==> src/rtl/neuron_pkg.sv <==
`default_nettype none
// ============================================================================
//  Module   : neuron_pkg
//  Purpose  : Shared Q4.16 fixed-point definitions for the neuron datapath
//             and the spike synapse decoder.
//  Contents : DATA_W, FRAC_W, Q_MAX, Q_MIN, Q_ONE, sat21()
//  Revision : 1.0  initial release
// ============================================================================
package neuron_pkg;

    localparam int DATA_W = 20;
    localparam int FRAC_W = 16;

    localparam logic signed [DATA_W-1:0] Q_MAX = 20'sh7FFFF;
    localparam logic signed [DATA_W-1:0] Q_MIN = 20'sh80000;
    localparam logic signed [DATA_W-1:0] Q_ONE = 20'sh10000;

    // Clamp a 21-bit signed intermediate to the 20-bit Q4.16 range. The two
    // top bits differ only when the value left the representable range.
    function automatic logic signed [DATA_W-1:0] sat21(input logic signed [DATA_W:0] s);
        if (s[DATA_W] != s[DATA_W-1]) begin
            return s[DATA_W] ? Q_MIN : Q_MAX;
        end
        return s[DATA_W-1:0];
    endfunction

endpackage
`default_nettype wire

==> src/rtl/spike_delay_line.sv <==
`default_nettype none
// ============================================================================
//  Module   : spike_delay_line
//  Purpose  : Enabled shift register implementing the axonal delay. A spike
//             sampled on an enabled edge emerges on o_spike exactly DEPTH
//             enabled edges later. o_pending flags any spike still in flight
//             (including the one currently presented on o_spike).
//  Ports    : clk, rst (sync, active-high), i_en, i_spike -> o_spike,
//             o_pending
//  Revision : 1.0  initial release
// ============================================================================
module spike_delay_line #(
    parameter int DEPTH = 4
) (
    input  logic clk,
    input  logic rst,
    input  logic i_en,
    input  logic i_spike,
    output logic o_spike,
    output logic o_pending
);

    // Stage 0 captures the input; stage DEPTH is the registered output.
    logic [DEPTH:0] r_line;

    always_ff @(posedge clk) begin
        if (rst) begin
            r_line <= '0;
        end else if (i_en) begin
            r_line <= {r_line[DEPTH-1:0], i_spike};
        end
    end

    assign o_spike   = r_line[DEPTH];
    assign o_pending = |r_line;

endmodule
`default_nettype wire

==> src/rtl/spike_synapse_decoder.sv <==
`default_nettype none
// ============================================================================
//  Module   : spike_synapse_decoder
//  Purpose  : Converts a 1-bit spike train into a Q4.16 synaptic current with
//             axonal delay, refractory filtering, exponential decay and
//             saturation, and measures inter-spike intervals of accepted
//             spikes.
//  Ports    : clk, reset (sync, active-high), en, spike_in, weight[19:0]
//             -> I_out[19:0], spike_d, isi[ISI_W-1:0], isi_valid, busy
//  Revision : 1.0  initial release
// ============================================================================
module spike_synapse_decoder
    import neuron_pkg::*;
#(
    parameter int DELAY     = 4,
    parameter int TAU_SHIFT = 3,
    parameter int REFRAC    = 2,
    parameter int ISI_W     = 16
) (
    input  logic                     clk,
    input  logic                     reset,
    input  logic                     en,
    input  logic                     spike_in,
    input  logic signed [DATA_W-1:0] weight,
    output logic signed [DATA_W-1:0] I_out,
    output logic                     spike_d,
    output logic [ISI_W-1:0]         isi,
    output logic                     isi_valid,
    output logic                     busy
);

    localparam int c_RW = (REFRAC < 2) ? 1 : $clog2(REFRAC + 1);
    localparam logic [c_RW-1:0] c_REFRAC_LD = c_RW'(REFRAC);
    // Values strictly inside (-c_DB, c_DB) would stall under the shift decay.
    localparam logic signed [DATA_W-1:0] c_DB = DATA_W'(1 << TAU_SHIFT);

    localparam logic [0:0] c_ACT_IDLE   = 1'b0;
    localparam logic [0:0] c_ACT_ACTIVE = 1'b1;
    localparam logic [0:0] c_ISI_FIRST  = 1'b0;
    localparam logic [0:0] c_ISI_COUNT  = 1'b1;

    logic signed [DATA_W-1:0] r_i;
    logic [c_RW-1:0]          r_refrac;
    logic [0:0]               r_act_state;
    logic [0:0]               r_isi_state;
    logic [ISI_W-1:0]         r_cnt;
    logic [ISI_W-1:0]         r_isi;
    logic                     r_isi_valid;

    logic                     w_spike_d;
    logic                     w_pending;
    logic                     w_accept;
    logic                     w_dead;
    logic signed [DATA_W:0]   w_i_ext;
    logic signed [DATA_W:0]   w_decay;
    logic signed [DATA_W:0]   w_wadd;
    logic signed [DATA_W:0]   w_sum;
    logic [ISI_W-1:0]         w_cnt_inc;

    spike_delay_line #(
        .DEPTH (DELAY)
    ) u_delay (
        .clk       (clk),
        .rst       (reset),
        .i_en      (en),
        .i_spike   (spike_in),
        .o_spike   (w_spike_d),
        .o_pending (w_pending)
    );

    assign w_accept = w_spike_d && (r_refrac == '0);

    // 21-bit datapath: decay and injection cannot overflow before clamping.
    assign w_i_ext = {r_i[DATA_W-1], r_i};
    assign w_decay = w_i_ext >>> TAU_SHIFT;
    assign w_wadd  = w_accept ? {weight[DATA_W-1], weight} : '0;
    assign w_sum   = w_i_ext - w_decay + w_wadd;
    assign w_dead  = !w_accept && (r_i > -c_DB) && (r_i < c_DB);

    assign w_cnt_inc = (&r_cnt) ? r_cnt : r_cnt + 1'b1;

    always_ff @(posedge clk) begin
        if (reset) begin
            r_i         <= '0;
            r_refrac    <= '0;
            r_act_state <= c_ACT_IDLE;
            r_isi_state <= c_ISI_FIRST;
            r_cnt       <= '0;
            r_isi       <= '0;
            r_isi_valid <= 1'b0;
        end else begin
            r_isi_valid <= 1'b0;
            if (en) begin
                r_i <= w_dead ? '0 : sat21(w_sum);

                if (w_accept) begin
                    r_refrac <= c_REFRAC_LD;
                end else if (r_refrac != '0) begin
                    r_refrac <= r_refrac - 1'b1;
                end

                case (r_act_state)
                    c_ACT_IDLE: begin
                        if (w_pending || (r_i != '0)) begin
                            r_act_state <= c_ACT_ACTIVE;
                        end
                    end
                    default: begin
                        if (!w_pending && (r_i == '0) && !w_accept) begin
                            r_act_state <= c_ACT_IDLE;
                        end
                    end
                endcase

                case (r_isi_state)
                    c_ISI_FIRST: begin
                        if (w_accept) begin
                            r_cnt       <= '0;
                            r_isi_state <= c_ISI_COUNT;
                        end
                    end
                    default: begin
                        if (w_accept) begin
                            // Interval includes the accept cycle itself.
                            r_isi       <= w_cnt_inc;
                            r_isi_valid <= 1'b1;
                            r_cnt       <= '0;
                        end else begin
                            r_cnt <= w_cnt_inc;
                        end
                    end
                endcase
            end
        end
    end

    assign I_out     = r_i;
    assign spike_d   = w_spike_d;
    assign isi       = r_isi;
    assign isi_valid = r_isi_valid;
    assign busy      = (r_act_state == c_ACT_ACTIVE);

endmodule
`default_nettype wire
==> config.mk <==
export PLATFORM = sky130hd
export DESIGN_NAME = spike_synapse_decoder
export DESIGN_NICKNAME = d
export VERILOG_FILES = /design/src/rtl/neuron_pkg.sv /design/src/rtl/spike_delay_line.sv /design/src/rtl/spike_synapse_decoder.sv
export SDC_FILE = /design/constraint.sdc
export NUM_CORES = 1
export LEC_CHECK = 0
export CAP_MARGIN = 25
export CORE_ASPECT_RATIO = 1.25
export CORE_MARGIN = 2
export CORE_UTILIZATION = 40
export DETAILED_ROUTE_END_ITERATION = 12
export MAX_ROUTING_LAYER = met4
export PLACE_DENSITY = 0.66
export RECOVER_POWER = 25
export SYNTH_ARGS = -nofsm -noshare
export SYNTH_HDL_FRONTEND = slang
export SYNTH_SLANG_ARGS = --single-unit
export TNS_END_PERCENT = 50
==> constraint.sdc <==
create_clock -name clk -period 8.2 [get_ports clk]
set_input_delay 0.82 -clock clk [delete_from_list [all_inputs] [get_ports clk]]
set_output_delay 0.82 -clock clk [all_outputs]
set_load 0.02 [all_outputs]
==> results.md <==
- Run status: finished clean
- CTS root buf: clkbuf_16
- Max clock buf depth: 2
- Initial antenna violation count: 0
- Met1 usage: 22.4%
- Top achievable clock speed: 216 MHz
- Relative slew margins: 40.1%
- Layout cell share with drive strength beyond 1: 4.13%
- Post-synthesis sequential area ratio: 27.8%
- Maximum capacitance violations: 0
- Worst-path cell chain: inv_1, ha_1, and2_1, buf_4, nand2_1, fa_1, inv_1, ha_1, nand4_1, o22ai_1, a2111o_1, o21ai_1, o311ai_1, and3_1, a221o_1
- Buf/Inv on CP: 3
- Post-CTS sizing: 0
- Top_reg_cell synth: dfxtp_1
- HP Class: reg2reg
- GR peak layer: met2
- DP HPWL: 8.12 mm
- Syn_nets: 618
- DRC: 0
- Final worst slack: 3.58 ns
- DR pass1 iterations: 4
- GRT Overall Usage: 19.5%
- Maximum vdd drop: 0.117 mV
- CTS Sinks: 62
- Critical path data required time: 8.47 ns
- Total gr overflow: 0
- Gate Count Post-Synth: 550
- Final slew viol count: 0
- Die Span Y: 122 um
- Starting Density: 40.7%
- Gpl congestion: 0.905
- Crit path max fanout: 16
- Worst slew pin tran: 0.899 ns
- Total power per unit cell area: 128 nW/um^2
- H-tree depth: 3
- GR Util met2: 34.0%
- CTS Hold Buffers Added: 0
- Post-Route WL: 11.0 mm
- Cell area after synthesis: 4470 sq um
- Die footprint: 12000 sq um
- TNS Setup: 0 ns
- Die width: 98.5 um
- # rows: 43
- CTS tree: done
- Total power: 0.000696 W
- Setup Skew: 0.00563 ns
- Post-synth EDFFs: 0
- Antenna Nets Post-Route: 0
- WS Path Type: reg2reg
- DR iter-0 viols: 178
- Final min period: 4.62 ns
- Nets: 669
- Synthesized flop and latch total: 62
- Vias in the first global route: 4008
- Register clock-pin slew on the reported worst setup and hold paths: 0.06 ns
- CP Capture Type: flop
- Post-route clock period utilization: 56.4%
- Mean area per synthesized cell: 8.12 sq um
- WP depth: 15
- Post-CTS setup buffer count: 0
- Antenna cell count: 0
- Core box area: 11000 sq um
- Static Leakage: 2.24 nW
- Ys async rst share: 0%
- Worst EP arrival: 4.90 ns
- Delay-heaviest family, CP: simple AND/OR/NAND/NOR gates
- Area Growth Syn to Fin: 21.6%
- Met3 Use GR: 3.04%
- Drt via density: 5.57
- DP Worst Slack: 3.49 ns
- Routed vias: 4128
- DR WL/cell: 14.9 um
- Final Hold Viols: 0
- Unrepaired setup endpoints after global routing: false
- Min-Delay Path Depth: 2
- First-pass GRT wire length: 18.7 mm
- YS warnings: 0
- Port bufs: 62
- Final setup violation count: 0
- Post-synth cell types: 58
- Largest net degree at the start of global routing: 47
- Worst path slowest cell: and3_1
- R2R depth: 15
- CTS Buf Count: 9
- CP peak stage delay: 0.69 ns
- Kind of start point of the critical path: flop
- Worst-Skew Late Latency: 0.33 ns
- I/O pin total: 63
[cells in the mapped netlist (all sizes together) (13+ instances only)]
cell    number  share of area [%]
inv         67                5.6
dfxtp       62                 28
nor2        53                4.5
nand2       44                3.7
a21oi       40                4.5
ha          25                7.0
nor3        21                2.4
clkbuf      19                1.6
fa          19                8.5
xnor2       19                3.7
a221o       18                4.0
o21ai       17                2.0
a21o        16                2.7
a211oi      13                2.3
nand3       13                1.5
[power by group]
| part | switching [W] | internal (W) |
|---|---|---|
| clock network | 0.000146 | 0.000205 |
| logic | 0.0000197 | 0.0000211 |
| registers | 0.00000123 | 0.000303 |
[path summary, 6_finish.rpt]
path	start	to	slack, ns
worst max-delay path	r_refrac[0]	I_out[7]	3.58
worst min-delay path	isi[11]	isi[11]	0.45
worst max register to register	r_refrac[0]	I_out[7]	3.58
worst min register to register	isi[11]	isi[11]	0.45
[layer usage]
layer | share of wire [%] | up-vias | wire length, um
li1 | - | 2043 | -
met2 | 52 | 113 | 5700
met5 | 0 | - | 0
met3 | 4.6 | 24 | 511
met4 | 2.2 | 0 | 246
met1 | 41 | 1948 | 4580
[cell families after synthesis]
| group | share of synthesized area (%) |
|---|---|
| muxes | 1.37 |
| and+or+nand+nor | 18.4 |
| buffers and inverters | 8.48 |
| AOI/OAI and AO/OA | 23.2 |
| xor gates and xnor gates | 5.29 |
| adders and majority gates | 15.5 |
| DFF | 27.8 |
[layout by cell type, fill, tap and decap left out, types with 9 or more instances in the layout]
cell	count
a21oi_1	40
fa_1	19
a211oi_1	12
nor3_1	21
dfxtp_1	62
ha_1	25
nor2_1	53
clkbuf_16	9
inv_1	67
a21o_1	16
a221o_1	18
o21ai_0	10
dlygate4sd3_1	19
nand2_1	44
xnor2_1	19
clkdlybuf4s50_1	43
nand3_1	13
[final cells by class]
cell class / instances / area [sq um]
clock buffer: 9 / 225
timing repair buffer: 66 / 651
sequential: 62 / 1240
inverter: 67 / 251
fill: 1097 / 5540
clock inverter: 7 / 50.0
tap: 135 / 169
multi-input combinational: 395 / 2850
[worst reg2reg max path, delay by kind of cell (launching register included)]
family | cells | cell delay [ns]
AOI/OAI and AO/OA | 5 | 1.34
adders and majority gates | 3 | 1.06
buffers and inverters | 3 | 0.41
DFF | 1 | 0.32
and+or+nand+nor | 4 | 1.42
[sequential cells by signal (all words and copies together), names as in the netlist]
name / count
u_delay.r_line: 5
r_refrac: 2
isi: 16
r_isi_state: 1
busy: 1
isi_valid: 1
I_out: 20
r_cnt: 16
[per-stage QoR]
step / util [%] / cell area, sq um / hold slack (ns) / instances
2_1_floorplan: - / 4470 / 0.454 / 550
3_3_place_gp: 46.9 / 5150 / 0.442 / 724
3_5_place_dp: 47.0 / 5160 / 0.451 / 725
4_1_cts: 49.5 / 5440 / 0.464 / 741
5_1_grt: 49.5 / 5440 / 0.486 / 741
6_report: 49.5 / 5440 / 0.453 / 741
Note: power is estimated with default switching activity, not from simulation.
